$ cat src/rtl/mem_access.sv
// mem_access: load/store memory stage with a req/ack data-memory port, byte-lane steering and load extension.
// Build option MEM_TIMEOUT_EN completes an unacknowledged access as an error after TIMEOUT_CYCLES.
module mem_access #(
  parameter int TIMEOUT_CYCLES = 255,
  parameter int CNT_W          = 8
) (
  input  logic        clk,
  input  logic        rst,
  input  logic        start,
  input  logic        is_load,
  input  logic        is_store,
  input  logic [5:0]  alucode,
  input  logic [31:0] addr,
  input  logic [31:0] store_data,
  output logic        busy,
  output logic        done,
  output logic [31:0] load_data,
  output logic        misaligned,
  output logic        dmem_req,
  output logic        dmem_we,
  output logic [31:0] dmem_addr,
  output logic [31:0] dmem_wdata,
  output logic [3:0]  dmem_wstrb,
  input  logic        dmem_ack,
  input  logic [31:0] dmem_rdata
);

  localparam logic [5:0] ALU_LB  = 6'd16;
  localparam logic [5:0] ALU_LH  = 6'd17;
  localparam logic [5:0] ALU_LW  = 6'd18;
  localparam logic [5:0] ALU_LBU = 6'd19;
  localparam logic [5:0] ALU_LHU = 6'd20;
  localparam logic [5:0] ALU_SB  = 6'd21;
  localparam logic [5:0] ALU_SH  = 6'd22;
  localparam logic [5:0] ALU_SW  = 6'd23;

  localparam logic [1:0] SZ_B = 2'd0;
  localparam logic [1:0] SZ_H = 2'd1;
  localparam logic [1:0] SZ_W = 2'd2;

  typedef enum logic [1:0] {
    IDLE   = 2'd0,
    ACCESS = 2'd1,
    RESP   = 2'd2
  } state_t;

  if (TIMEOUT_CYCLES < 1 || TIMEOUT_CYCLES > (2 ** CNT_W) - 1) begin : g_bad_cfg
    $error("mem_access: CNT_W too narrow for TIMEOUT_CYCLES");
  end

  state_t      state_r;
  state_t      next_state_s;
  logic [1:0]  size_s;
  logic        sgn_s;
  logic        code_load_s;
  logic        code_store_s;
  logic        code_ok_s;
  logic        align_ok_s;
  logic        legal_s;
  logic        accept_s;
  logic        timeout_s;
  logic [1:0]  size_r;
  logic [1:0]  lane_r;
  logic        sgn_r;
  logic        load_r;
  logic        busy_s;
  logic        done_s;
  logic        misaligned_s;
  logic        dmem_req_s;
  logic        dmem_we_s;
  logic [31:0] load_data_s;
  logic [31:0] dmem_addr_s;
  logic [31:0] dmem_wdata_s;
  logic [3:0]  dmem_wstrb_s;

  function automatic logic [3:0] steer_strb(input logic [1:0] size, input logic [1:0] lane);
    logic [3:0] strb;
    case (size)
      SZ_B:    strb = 4'b0001 << lane;
      SZ_H:    strb = lane[1] ? 4'b1100 : 4'b0011;
      SZ_W:    strb = 4'b1111;
      default: strb = 4'b0000;
    endcase
    return strb;
  endfunction

  function automatic logic [31:0] steer_data(input logic [1:0] size, input logic [31:0] data);
    logic [31:0] wd;
    case (size)
      SZ_B:    wd = {4{data[7:0]}};
      SZ_H:    wd = {2{data[15:0]}};
      SZ_W:    wd = data;
      default: wd = 32'h0000_0000;
    endcase
    return wd;
  endfunction

  function automatic logic [31:0] load_extend(input logic [1:0] size, input logic sgn,
                                              input logic [1:0] lane, input logic [31:0] rdata);
    logic [7:0]  b;
    logic [15:0] h;
    logic [31:0] r;
    b = rdata[{lane, 3'b000} +: 8];
    h = lane[1] ? rdata[31:16] : rdata[15:0];
    case (size)
      SZ_B:    r = sgn ? {{24{b[7]}}, b} : {24'h00_0000, b};
      SZ_H:    r = sgn ? {{16{h[15]}}, h} : {16'h0000, h};
      SZ_W:    r = rdata;
      default: r = 32'h0000_0000;
    endcase
    return r;
  endfunction

  // Decode access kind and check alignment of the incoming request
  always_comb begin
    size_s       = SZ_B;
    sgn_s        = 1'b0;
    code_load_s  = 1'b0;
    code_store_s = 1'b0;
    code_ok_s    = 1'b1;
    case (alucode)
      ALU_LB:  begin sgn_s = 1'b1; code_load_s = 1'b1; end
      ALU_LH:  begin size_s = SZ_H; sgn_s = 1'b1; code_load_s = 1'b1; end
      ALU_LW:  begin size_s = SZ_W; code_load_s = 1'b1; end
      ALU_LBU: begin code_load_s = 1'b1; end
      ALU_LHU: begin size_s = SZ_H; code_load_s = 1'b1; end
      ALU_SB:  begin code_store_s = 1'b1; end
      ALU_SH:  begin size_s = SZ_H; code_store_s = 1'b1; end
      ALU_SW:  begin size_s = SZ_W; code_store_s = 1'b1; end
      default: begin code_ok_s = 1'b0; end
    endcase
    case (size_s)
      SZ_B:    align_ok_s = 1'b1;
      SZ_H:    align_ok_s = ~addr[0];
      SZ_W:    align_ok_s = (addr[1:0] == 2'b00);
      default: align_ok_s = 1'b0;
    endcase
  end

  // A kind that disagrees with the load/store flags is rejected like a misalignment
  assign accept_s = start & (is_load | is_store);
  assign legal_s  = code_ok_s & (is_load ^ is_store) &
                    (is_load ? code_load_s : code_store_s) & align_ok_s;

`ifdef MEM_TIMEOUT_EN
  logic [CNT_W-1:0] cnt_r;

  assign timeout_s = (state_r == ACCESS) && !dmem_ack &&
                     (cnt_r == CNT_W'(TIMEOUT_CYCLES - 1));

  // Count ACCESS cycles spent waiting for the acknowledge
  always_ff @(posedge clk) begin
    if (rst) begin
      cnt_r <= '0;
    end else if (state_r == IDLE && accept_s && legal_s) begin
      cnt_r <= '0;
    end else if (state_r == ACCESS && !dmem_ack) begin
      cnt_r <= cnt_r + 1'b1;
    end else begin
      cnt_r <= cnt_r;
    end
  end
`else
  assign timeout_s = 1'b0;
`endif

  // State register
  always_ff @(posedge clk) begin
    if (rst) begin
      state_r <= IDLE;
    end else begin
      state_r <= next_state_s;
    end
  end

  // Next-state logic
  always_comb begin
    next_state_s = state_r;
    case (state_r)
      IDLE: begin
        if (accept_s && legal_s) begin
          next_state_s = ACCESS;
        end else if (accept_s) begin
          next_state_s = RESP;
        end else begin
          next_state_s = IDLE;
        end
      end
      ACCESS: begin
        if (dmem_ack || timeout_s) begin
          next_state_s = RESP;
        end else begin
          next_state_s = ACCESS;
        end
      end
      RESP:    next_state_s = IDLE;
      default: next_state_s = IDLE;
    endcase
  end

  // Next values of the registered outputs; port fields are held while ACCESS waits
  always_comb begin
    busy_s       = (next_state_s != IDLE);
    done_s       = (next_state_s == RESP);
    dmem_req_s   = (next_state_s == ACCESS);
    misaligned_s = 1'b0;
    load_data_s  = load_data;
    dmem_addr_s  = dmem_addr;
    dmem_wdata_s = dmem_wdata;
    dmem_we_s    = 1'b0;
    dmem_wstrb_s = 4'b0000;
    case (state_r)
      IDLE: begin
        if (next_state_s == ACCESS) begin
          dmem_addr_s  = {addr[31:2], 2'b00};
          dmem_we_s    = is_store;
          dmem_wstrb_s = is_store ? steer_strb(size_s, addr[1:0]) : 4'b0000;
          dmem_wdata_s = is_store ? steer_data(size_s, store_data) : 32'h0000_0000;
        end else if (next_state_s == RESP) begin
          misaligned_s = 1'b1;
          load_data_s  = 32'h0000_0000;
        end else begin
          load_data_s  = load_data;
        end
      end
      ACCESS: begin
        if (next_state_s == RESP) begin
          misaligned_s = timeout_s;
          load_data_s  = (dmem_ack && load_r) ? load_extend(size_r, sgn_r, lane_r, dmem_rdata)
                                              : 32'h0000_0000;
        end else begin
          dmem_we_s    = dmem_we;
          dmem_wstrb_s = dmem_wstrb;
        end
      end
      RESP:    load_data_s = load_data;
      default: load_data_s = load_data;
    endcase
  end

  // Output registers
  always_ff @(posedge clk) begin
    if (rst) begin
      busy       <= 1'b0;
      done       <= 1'b0;
      misaligned <= 1'b0;
      load_data  <= 32'h0000_0000;
      dmem_req   <= 1'b0;
      dmem_we    <= 1'b0;
      dmem_addr  <= 32'h0000_0000;
      dmem_wdata <= 32'h0000_0000;
      dmem_wstrb <= 4'b0000;
    end else begin
      busy       <= busy_s;
      done       <= done_s;
      misaligned <= misaligned_s;
      load_data  <= load_data_s;
      dmem_req   <= dmem_req_s;
      dmem_we    <= dmem_we_s;
      dmem_addr  <= dmem_addr_s;
      dmem_wdata <= dmem_wdata_s;
      dmem_wstrb <= dmem_wstrb_s;
    end
  end

  // Request attributes needed later to extract the load result
  always_ff @(posedge clk) begin
    if (rst) begin
      size_r <= SZ_B;
      lane_r <= 2'b00;
      sgn_r  <= 1'b0;
      load_r <= 1'b0;
    end else if (state_r == IDLE && accept_s && legal_s) begin
      size_r <= size_s;
      lane_r <= addr[1:0];
      sgn_r  <= sgn_s;
      load_r <= is_load;
    end else begin
      size_r <= size_r;
      lane_r <= lane_r;
      sgn_r  <= sgn_r;
      load_r <= load_r;
    end
  end

endmodule

$ cat config.mk
export PLATFORM = sky130hd
export DESIGN_NAME = mem_access
export DESIGN_NICKNAME = d
export VERILOG_FILES = /design/src/rtl/mem_access.sv
export SDC_FILE = /design/constraint.sdc
export NUM_CORES = 1
export LEC_CHECK = 0
export BUFFER_PORTS_ARGS = -buffer_cell sky130_fd_sc_hd__buf_2
export CELL_PAD_IN_SITES_DETAIL_PLACEMENT = 1
export CELL_PAD_IN_SITES_GLOBAL_PLACEMENT = 1
export CORE_MARGIN = 2
export CORE_UTILIZATION = 34
export DETAILED_ROUTE_END_ITERATION = 7
export PLACE_DENSITY = 0.86
export REMOVE_ABC_BUFFERS = 1
export SETUP_SLACK_MARGIN = 0.1
export SLEW_MARGIN = 20
export SYNTH_ARGS = -nofsm -noshare
export SYNTH_HDL_FRONTEND = slang
export SYNTH_SLANG_ARGS = --single-unit
$ cat constraint.sdc
create_clock -name clk -period 2.5 [get_ports clk]
set_clock_uncertainty 0.2 [all_clocks]
set_input_delay 0.125 -clock clk [delete_from_list [all_inputs] [get_ports clk]]
set_output_delay 0.125 -clock clk [all_outputs]
set_load 0.01 [all_outputs]
# Yosys cells after proc, flatten, opt, wreduce, memory -nomap -nowiden
# Index checks and enable logic that the tools add are counted.
[op_classes]
multipliers = 0
n_addsub = 0
eq_ne = 18
n_div = 0
bitwise = 8
order_cmp = 0
shift = 2
muxes = 32
n_reduce_logical = 19
[op_table]
columns = ["op", "n"]
rows = [
  ["$mux W32", 7],
  ["$pmux W32 S3", 2],
  ["$pmux W32 S2", 1],
  ["$eq A6 B5 Y1 const B", 8],
  ["$shiftx A32 B6 Y8", 1],
  ["$mux W16", 1],
  ["$mux W4", 4],
  ["$pmux W4 S3", 1],
  ["$reduce_or A3 Y1", 3],
  ["$eq A2 B1 Y1 const B", 4],
  ["$logic_not A2 Y1", 4],
  ["$mux W1", 8],
  ["$pmux W2 S2", 2],
  ["$pmux W4 S2", 1],
  ["$reduce_or A8 Y1", 1],
  ["$eq A2 B2 Y1 const B", 3],
  ["$mux W2", 3],
  ["$ne A2 B2 Y1 const B", 3],
  ["$reduce_or A5 Y1", 1],
  ["$and A1 B1 Y1", 4],
  ["$logic_and A1 B1 Y1", 4],
  ["$reduce_and A4 Y1", 1],
  ["$reduce_bool A2 Y1", 2],
  ["$reduce_or A2 Y1", 2],
  ["7 further kinds", 8],
]
[word_totals]
mem_bits_rw = 0
rom_bits = 0
memories = 0
elab_cells = 93
regBits = 111
output_inout_bits = 105
input_bits = 108
latch_bits = 0

# Logic depth before layout (Yosys ltp)
# Gate-level depths: netlist of run 1.
[depth]
word_depth = 13
mapped_depth = 9
mapped_depth_nobuf = 6

# Least setup slack after synthesis of run 1
# OpenSTA, ideal clock, no wires.
[synth_path]
path_kind = "input to register"
startpoint = "input port is_store"
endpoint = "register dmem_wdata[14]"
arrival_time_ns = 1.808
setup_time_ns = 0.117
path_stages = 9
setup_slack_ns = 0.375
t_required_ns = 2.183
n_path_buf = 3
path_cell_list = "clkbuf_1 > inv_1 > ha_1 > nor4b_4 > o2111a_1 > buf_4 > nor2_4 > buf_4 > a22o_1"
[synth_via]
elab_chain_cells = 9
elab_cells_between_ends = 13
cone_classes = "eq/ne: 1; mux: 4; bitwise: 6; reduce/logical: 2"
[synth_rtl]
columns = ["item", "line", "text"]
rows = [
  ["start, declared", "11", "input logic is_store,"],
  ["$xor A1 B1 Y1", "142", "assign legal_s = code_ok_s & (is_load ^ is_store) &"],
  ["$and A1 B1 Y1 (2 in a row)", "142", ""],
  ["$and A1 B1 Y1", "143", "(is_load ? code_load_s : code_store_s) & align_ok_s;"],
  ["$logic_and A1 B1 Y1", "181", "if (accept_s && legal_s) begin"],
  ["$mux W2", "181", ""],
  ["$pmux W2 S2", "179", "case (state_r)"],
  ["$eq A2 B1 Y1", "214", "if (next_state_s == ACCESS) begin"],
  ["$reduce_and A2 Y1 (no line)", "--", ""],
  ["end signal, assigned", "261", "dmem_wdata <= dmem_wdata_s;"],
  ["end, declared", "22", "output logic [31:0] dmem_wdata,"],
]
# Several ways; a longest one is shown, not always the timed one.
# A chain may end at the register's enable or synchronous reset.

# Final worst setup path of run 1
[layout_path]
startpoint = "input port alucode[3]"
endpoint = "register dmem_wdata[26]"
[layout_via]
elab_chain_cells = 11
elab_cells_between_ends = 32
cone_classes = "eq/ne: 11; mux: 10; bitwise: 3; reduce/logical: 8"
[layout_rtl]
columns = ["item", "line", "text"]
rows = [
  ["start, declared", "12", "input logic [5:0] alucode,"],
  ["$eq A6 B5 Y1", "121", "case (alucode)"],
  ["$reduce_or A3 Y1 (no line) (tied with other cells)", "--", ""],
  ["$pmux W2 S2 / $mux W1 (equally long branches)", "121", ""],
  ["$eq A2 B2 Y1 (tied with other cells)", "89, 132", ""],
  ["$pmux W1 S3 / $and A1 B1 Y1 (equally long branches)", "132, 142", ""],
  ["$and A1 B1 Y1", "143", ""],
  ["$logic_and A1 B1 Y1", "181", ""],
  ["$mux W2", "181", ""],
  ["$pmux W2 S2", "179", ""],
  ["$eq A2 B1 Y1", "214", ""],
  ["$reduce_and A2 Y1 (no line)", "--", ""],
]
# Several ways; a longest one is shown, not always the timed one.

==> run metrics, run 1 <==
die width 124 um; pwr/cell area 503 nW/um^2; DR iter-0 viols 277; Slew @ Worst Pin 0.717 ns; CP bufs+invs 3; Compound-Gate Fraction of Synth Area 24.6%; largest net degree at the start of global routing 49; Fin Setup TNS 0 ns; cells along the critical path buf_2, nor3b_2, nand3_1, buf_4, and3_1, a221o_1, dlygate4sd3_1, a22o_1; GR Util met2 50.3%; crit start category input pin; DP HPWL 12.2 mm; worst vdd ir 0.000367 V; grt met1 use 27.4%; Vias 5,581; total gr overflow 0; placed cell count 919; post-route ant nets 0; utilization after layout 53.8%; Post-Synth Adder-Cell Area 0.256%; share of cells above drive strength 1 32.8%; Port Buffers 210; routed vias/inst 5.35; die height 124 um; number of top-level pins 213; critical path data arrival time 2.31 ns; Cells after Synth 558; Area Growth Syn to Fin 53.3%; sequential fraction of the synthesis area 45.5%; Final GP Congestion 0.801; Core Area 13,900 um^2; Hold Path Class in2reg; largest family of logic cells by synthesized area compound AO/OA/AOI/OAI gates; initial antenna violation count 2; CP endpoint kind register; Worst path slowest cell dlygate4sd3_1; fin nets 966; H-tree levels 3; Avg WL per Cell 20.1 um; GRT Overall Usage 27.5%; top cell family by delay on the critical path buffers and inverters; crit-path max cell delay 0.58 ns; first-pass GRT wire length 32.0 mm; Netlist cell types 49; CTS tree done; post-synthesis xor/xnor area fraction 0.691%; die area 15,300 um^2; Worst-Skew Late Latency 0.37 ns; Simple-Gate Fraction of Synth Area 18.3%; clk buf depth 2; clk sink count 111; CP Data Required Time 2.56 ns; Slew headroom 51.9%; Initial Util 35.1%; Crit Path Max Fanout 12; final WL 20.9 mm; max-capacitance violation count 0; CTS buffer count 9; synthesized cell area 4890 um^2; Row Count 43; FF+latch count, synth 111; vias in the first global route 6,113; max-slew violation count 0; # DRC 0; M3 GR Usage 9.80%; Period Utilization, post-route 89.7%; CP Class in2reg; Finished Layout Cells 1,044; syn_area_per_cell 8.76 um^2; f_max 446 MHz; FFs w/ async S/R, synth 0%; RSZ-0062 raised after global routing no; mux contribution to synthesized area 5.71%; TritonRoute pass-1 iters 5; final setup fails 0; run status finished, final reports clean; clk slew on worst S/H paths 0.08 ns; leakage power 3.44 nW; top_reg_cell synth dfxtp_1; Period minus WS final 2.24 ns; EDFF count, synth 0; grt peak-use layer met2; final-report hold violation count 0; CTS root buffer clkbuf_16; filler instances 1,662; YS warnings 0
-- area by class of cell --
class / instances / area (um^2) / share of cell area (%)
multi-input combinational: 399 / 2450 / 32.7
timing repair buffer: 334 / 2280 / 30.4
sequential: 111 / 2220 / 29.7
clock buffer: 9 / 225 / 3.01
tap: 180 / 225 / 3.01
clock inverter: 7 / 78.8 / 1.05
inverter: 2 / 7.51 / 0.100
antenna: 2 / 5.00 / 0.0668
-- per-layer routing --
| layer | wire, um | vias to the layer above |
|---|---|---|
| li1 | - | 2573 |
| met1 | 7530 | 2691 |
| met2 | 10800 | 248 |
| met3 | 1630 | 69 |
| met4 | 1010 | 0 |
| met5 | 0 | - |
-- timing repair --
item                                    4_1_cts  5_1_grt
endpoints found under the hold margin        99        0
endpoints found under the setup margin        0        9
hold buffers                                104        0
setup buffers                                 0        3
gates resized for setup                       0        2
-- sequential cells by signal (all words and copies together) (netlist names) --
| register | flops |
|---|---|
| sgn_r | 1 |
| misaligned | 1 |
| load_data | 32 |
| lane_r | 2 |
| busy | 1 |
| done | 1 |
| dmem_wstrb | 4 |
| dmem_we | 1 |
| load_r | 1 |
| dmem_wdata | 32 |
| dmem_req | 1 |
| size_r | 2 |
| state_r | 2 |
| dmem_addr | 30 |
-- worst reg2reg max path: stages, from the launching register on --
cell and delay (ns):
dfxtp_1 0.37, nor4b_4 0.32, buf_4 0.20, o2111ai_4 0.18, nand2_1 0.12, a21oi_1 0.07, dlygate4sd3_1 0.55
-- cell usage in the layout (no fill, tap or decap), types with 8 or more instances in the layout --
cell / instances
mux2_2: 23
and3_1: 8
nand2_1: 114
buf_4: 17
nand3_1: 19
clkbuf_16: 9
buf_2: 210
o21ai_0: 8
a22o_1: 16
dfxtp_1: 111
a21oi_1: 84
nand2b_1: 10
dlygate4sd3_1: 104
a221o_1: 15
a22oi_1: 9
a21o_1: 26
-- cells in the mapped netlist, drive strengths merged, types with 2 or more instances --
cell type	count	area (um^2)
nor2b	6	37.5
o21a	2	15.0
nand2b	10	62.6
nand3	19	95.1
dfxtp	111	2220
a22o	16	140
nor2	8	37.5
a31oi	2	12.5
and2	2	12.5
or2	2	12.5
nand2	114	428
a21boi	4	30.0
nor3b	3	27.5
o21ai	11	55.1
and3	9	56.3
nand4	2	12.5
mux2i	2	20.0
a32o	4	40.0
mux2	23	259
buf	27	155
clkbuf	20	76.3
a21o	26	195
a22oi	9	67.6
inv	2	7.51
a21oi	84	420
nand3b	7	52.6
a221o	15	150
xnor2	2	25.0
nor3	4	20.0
-- cells by family after synthesis --
family	after synthesis
multiplexers	25
adder cells (fa/ha/maj)	1
AND/OR/NAND/NOR	189
other	1
AO/OA/AOI/OAI	179
XOR/XNOR	3
buffers and inverters	49
flip-flops	111
-- power by group --
part           internal [W]  switching (W)  total, W
Combinational      0.000244       0.000202  0.000446
Clock              0.000792       0.000748   0.00154
Sequential          0.00177     0.00000540   0.00178
-- final timing paths --
kind / start / end / slack, ns / cells after the start
worst max register to register: state_r[0] / lane_r[1] / 0.37 / 6
worst max-delay path: alucode[3] / dmem_wdata[26] / 0.26 / 8
worst min register to register: dmem_wdata[7] / dmem_wdata[7] / 0.25 / 2
worst min-delay path: dmem_rdata[24] / load_data[24] / 0.01 / 4
-- through the flow --
step	setup WS [ns]	hold slack, ns	total power, W	cell area, um^2
2_1_floorplan	-0.168	-0.00593	0.00193	4660
3_3_place_gp	0.381	0.153	0.00211	6110
3_5_place_dp	0.313	0.155	0.00211	6110
4_1_cts	0.158	0.00229	0.00376	7460
5_1_grt	0.139	0.0133	0.00388	7490
6_report	0.256	0.0107	0.00376	7490
(Power assumes the default switching activity.)
==> run 2: changes to the inputs <==
Settings changed: CORE_UTILIZATION 34 to 31, PLACE_DENSITY 0.86 to 0.83.
Clock period 2.5 ns to 2 ns, I/O delays scaled along.
==> run metrics, run 2 (same netlist as run 1, synthesis figures left out) <==
run status finished with violations; failing checks negative hold slack; Slew @ Worst Pin 0.653 ns (-0.0641 ns); Avg WL per Cell 19.7 um (-1.9%); most common cell after layout, fill and taps aside buf_2; crit-path max cell delay 0.41 ns (-0.17 ns); die area 16,800 um^2 (+9.4%); Final GP Congestion 0.789 (-1.5%); Area Growth Syn to Fin 57.5%; dpl ws 0.00175 ns (-0.311 ns); final WL 21.4 mm (+2.3%); final-report hold violation count 1 (+1); Worst path slowest cell nor4b_4; fin nets 977 (+1.1%); max-capacitance violation count 0 (unchanged); WHS -0.00320 ns (-0.0139 ns); die height 130 um (+4.6%); CTS buffer count 9 (unchanged); Crit Path Max Fanout 16 (+4); RSZ-0062 raised after global routing yes; setup slack, reg-to-reg 0.07 ns (-0.30 ns); CP Data Required Time 2.09 ns (-0.47 ns); Design Area, Final 7700 um^2 (+2.8%); final setup fails 0 (unchanged); largest net degree at the start of global routing 45 (-8.2%); initial antenna violation count 5 (+3); Hold Startpoint store_data[19]; final setup margin 0.0722 ns (-0.184 ns); CTS root buffer clkbuf_16; share of cells above drive strength 1 35.9% (+3.0 points); clk sink count 111 (unchanged); Initial Util 31.9% (-3.2 points); clk buf depth 2 (unchanged); dpl cell area 6320 um^2 (+3.4%); Hold Crit Depth 4 (unchanged); hold worst-path end dmem_wdata[19]; H-tree levels 3 (unchanged); pwr/cell area 588 nW/um^2 (+17%); placed cell count 966 (+5.1%); leakage power 3.51 nW (+2.0%); CP bufs+invs 2 (-1); DP HPWL 11.9 mm (-1.8%); GRT Overall Usage 24.9% (-2.6 points); Port Buffers 210 (unchanged); DR iter-0 viols 284 (+2.5%); post-route ant nets 0 (unchanged); CTS tree done; critical path data arrival time 2.02 ns (-0.29 ns); Finished Layout Cells 1,089 (+4.3%); routed vias/inst 5.21 (-2.6%); CP endpoint kind register; vias in the first global route 6,177 (+1.0%); Regs by FF count dmem_wdata x32, load_data x32, dmem_addr x30; die width 130 um (+4.6%); Vias 5,669 (+1.6%); top cell family by delay on the critical path simple AND/OR/NAND/NOR gates; Period Utilization, post-route 96.4%; power consumption 0.00453 W (+20%); clk slew on worst S/H paths 0.07 ns (about the same); # DRC 0 (unchanged); CP Class reg2reg; Worst-Skew Late Latency 0.35 ns (-0.02 ns); worst vdd ir 0.000447 V (+22%); TritonRoute pass-1 iters 5 (unchanged); Slew headroom 56.4% (+4.4 points); max-slew violation count 0 (unchanged); f_max 519 MHz; number of top-level pins 213 (unchanged); R2R Path Start state_r[0]; crit start category register; most frequent cells in the layout 210 x buf_2, 114 x nand2_1, 108 x dfxtp_1, 96 x dlygate4sd3_1, 73 x a21oi_1; first-pass GRT wire length 32.7 mm (+2.1%); Fin Setup TNS 0 ns (unchanged); Row Count 45 (+4.7%); Period minus WS final 1.93 ns; total gr overflow 0 (unchanged); Core Area 15,300 um^2 (+9.9%); reg2reg path depth 6 (unchanged); Hold Path Class in2reg; Reg-to-Reg End dmem_wdata[13]; cells along the critical path nor4b_4, buf_4, nand4_1, o21ba_4, buf_12, a22o_1
-- run 2: cell types whose count changed in the layout (fill, tap and decap cells not counted), moves of 4 or more --
cell,change
buf_4,+12
a21oi_1,-11
a21oi_2,+11
dlygate4sd3_1,-8
buf_12,+4
clkbuf_1,+4
-- run 2: worst max path at each step --
stage | slack, ns | depth (start not counted) | to | start
after floorplan | -0.67 | 4 | dmem_wdata[31] | state_r[0]
after global placement | 0.07 | 8 | load_data[4] | alucode[3]
after detailed placement | 0.002 | 8 | load_data[4] | is_load
after CTS | 0.14 | 5 | load_data[1] | state_r[1]
after global routing | -0.001 | 6 | dmem_wdata[0] | state_r[0]
final | 0.07 | 6 | dmem_wdata[13] | state_r[0]
-- run 2: what timing repair did --
item / CTS / global route
pin swaps: 1 / 21
gates cloned: 0 / 1
buffers inserted: 0 / 5
setup endpoints to repair: 9 / 72
endpoints found under the hold margin: 99 / 0
gates resized for setup: 0 / 23
hold buffers: 96 / 0
-- run 2: routing by layer --
layer | wire length (um) | global-route usage [%] | up-vias
li1 | - | - | 2598
met1 | 8180 | 27.4 | 2771
met2 | 10900 | 43.8 | 231
met3 | 1360 | 6.65 | 69
met4 | 1010 | 13.2 | 0
met5 | 0 | 0 | -
-- run 2: layout make-up --
| type | instances | area [um^2] |
|---|---|---|
| multi-input combinational | 399 | 2500 |
| fill | 1847 | 7620 |
| antenna | 5 | 12.5 |
| clock inverter | 2 | 13.8 |
| inverter | 2 | 7.51 |
| sequential | 111 | 2230 |
| timing repair buffer | 345 | 2420 |
| tap | 211 | 264 |
| clock buffer | 14 | 254 |
-- run 2: power by group --
group / leakage, nW / internal, W / switching [W] / total, W
clock network: 0.131 / 0.000887 / 0.000839 / 0.00173
logic: 2.48 / 0.000314 / 0.000266 / 0.000580
registers: 0.896 / 0.00222 / 0.00000570 / 0.00222
-- run 2: tightest hold or removal path, stage by stage --
cell and delay, ns:
buf_2 0.08, mux2_2 0.13, nand3_1 0.09, a21oi_2 0.12
-- run 2: through the flow --
step | utilization [%] | hold WS (ns)
finish | 50.3 | -0.00320
global route | 50.3 | 0.0266
CTS | 49.3 | 0.00155
detailed placement | 41.3 | 0.129
global placement | 41.3 | 0.127
floorplan | - | -0.0309
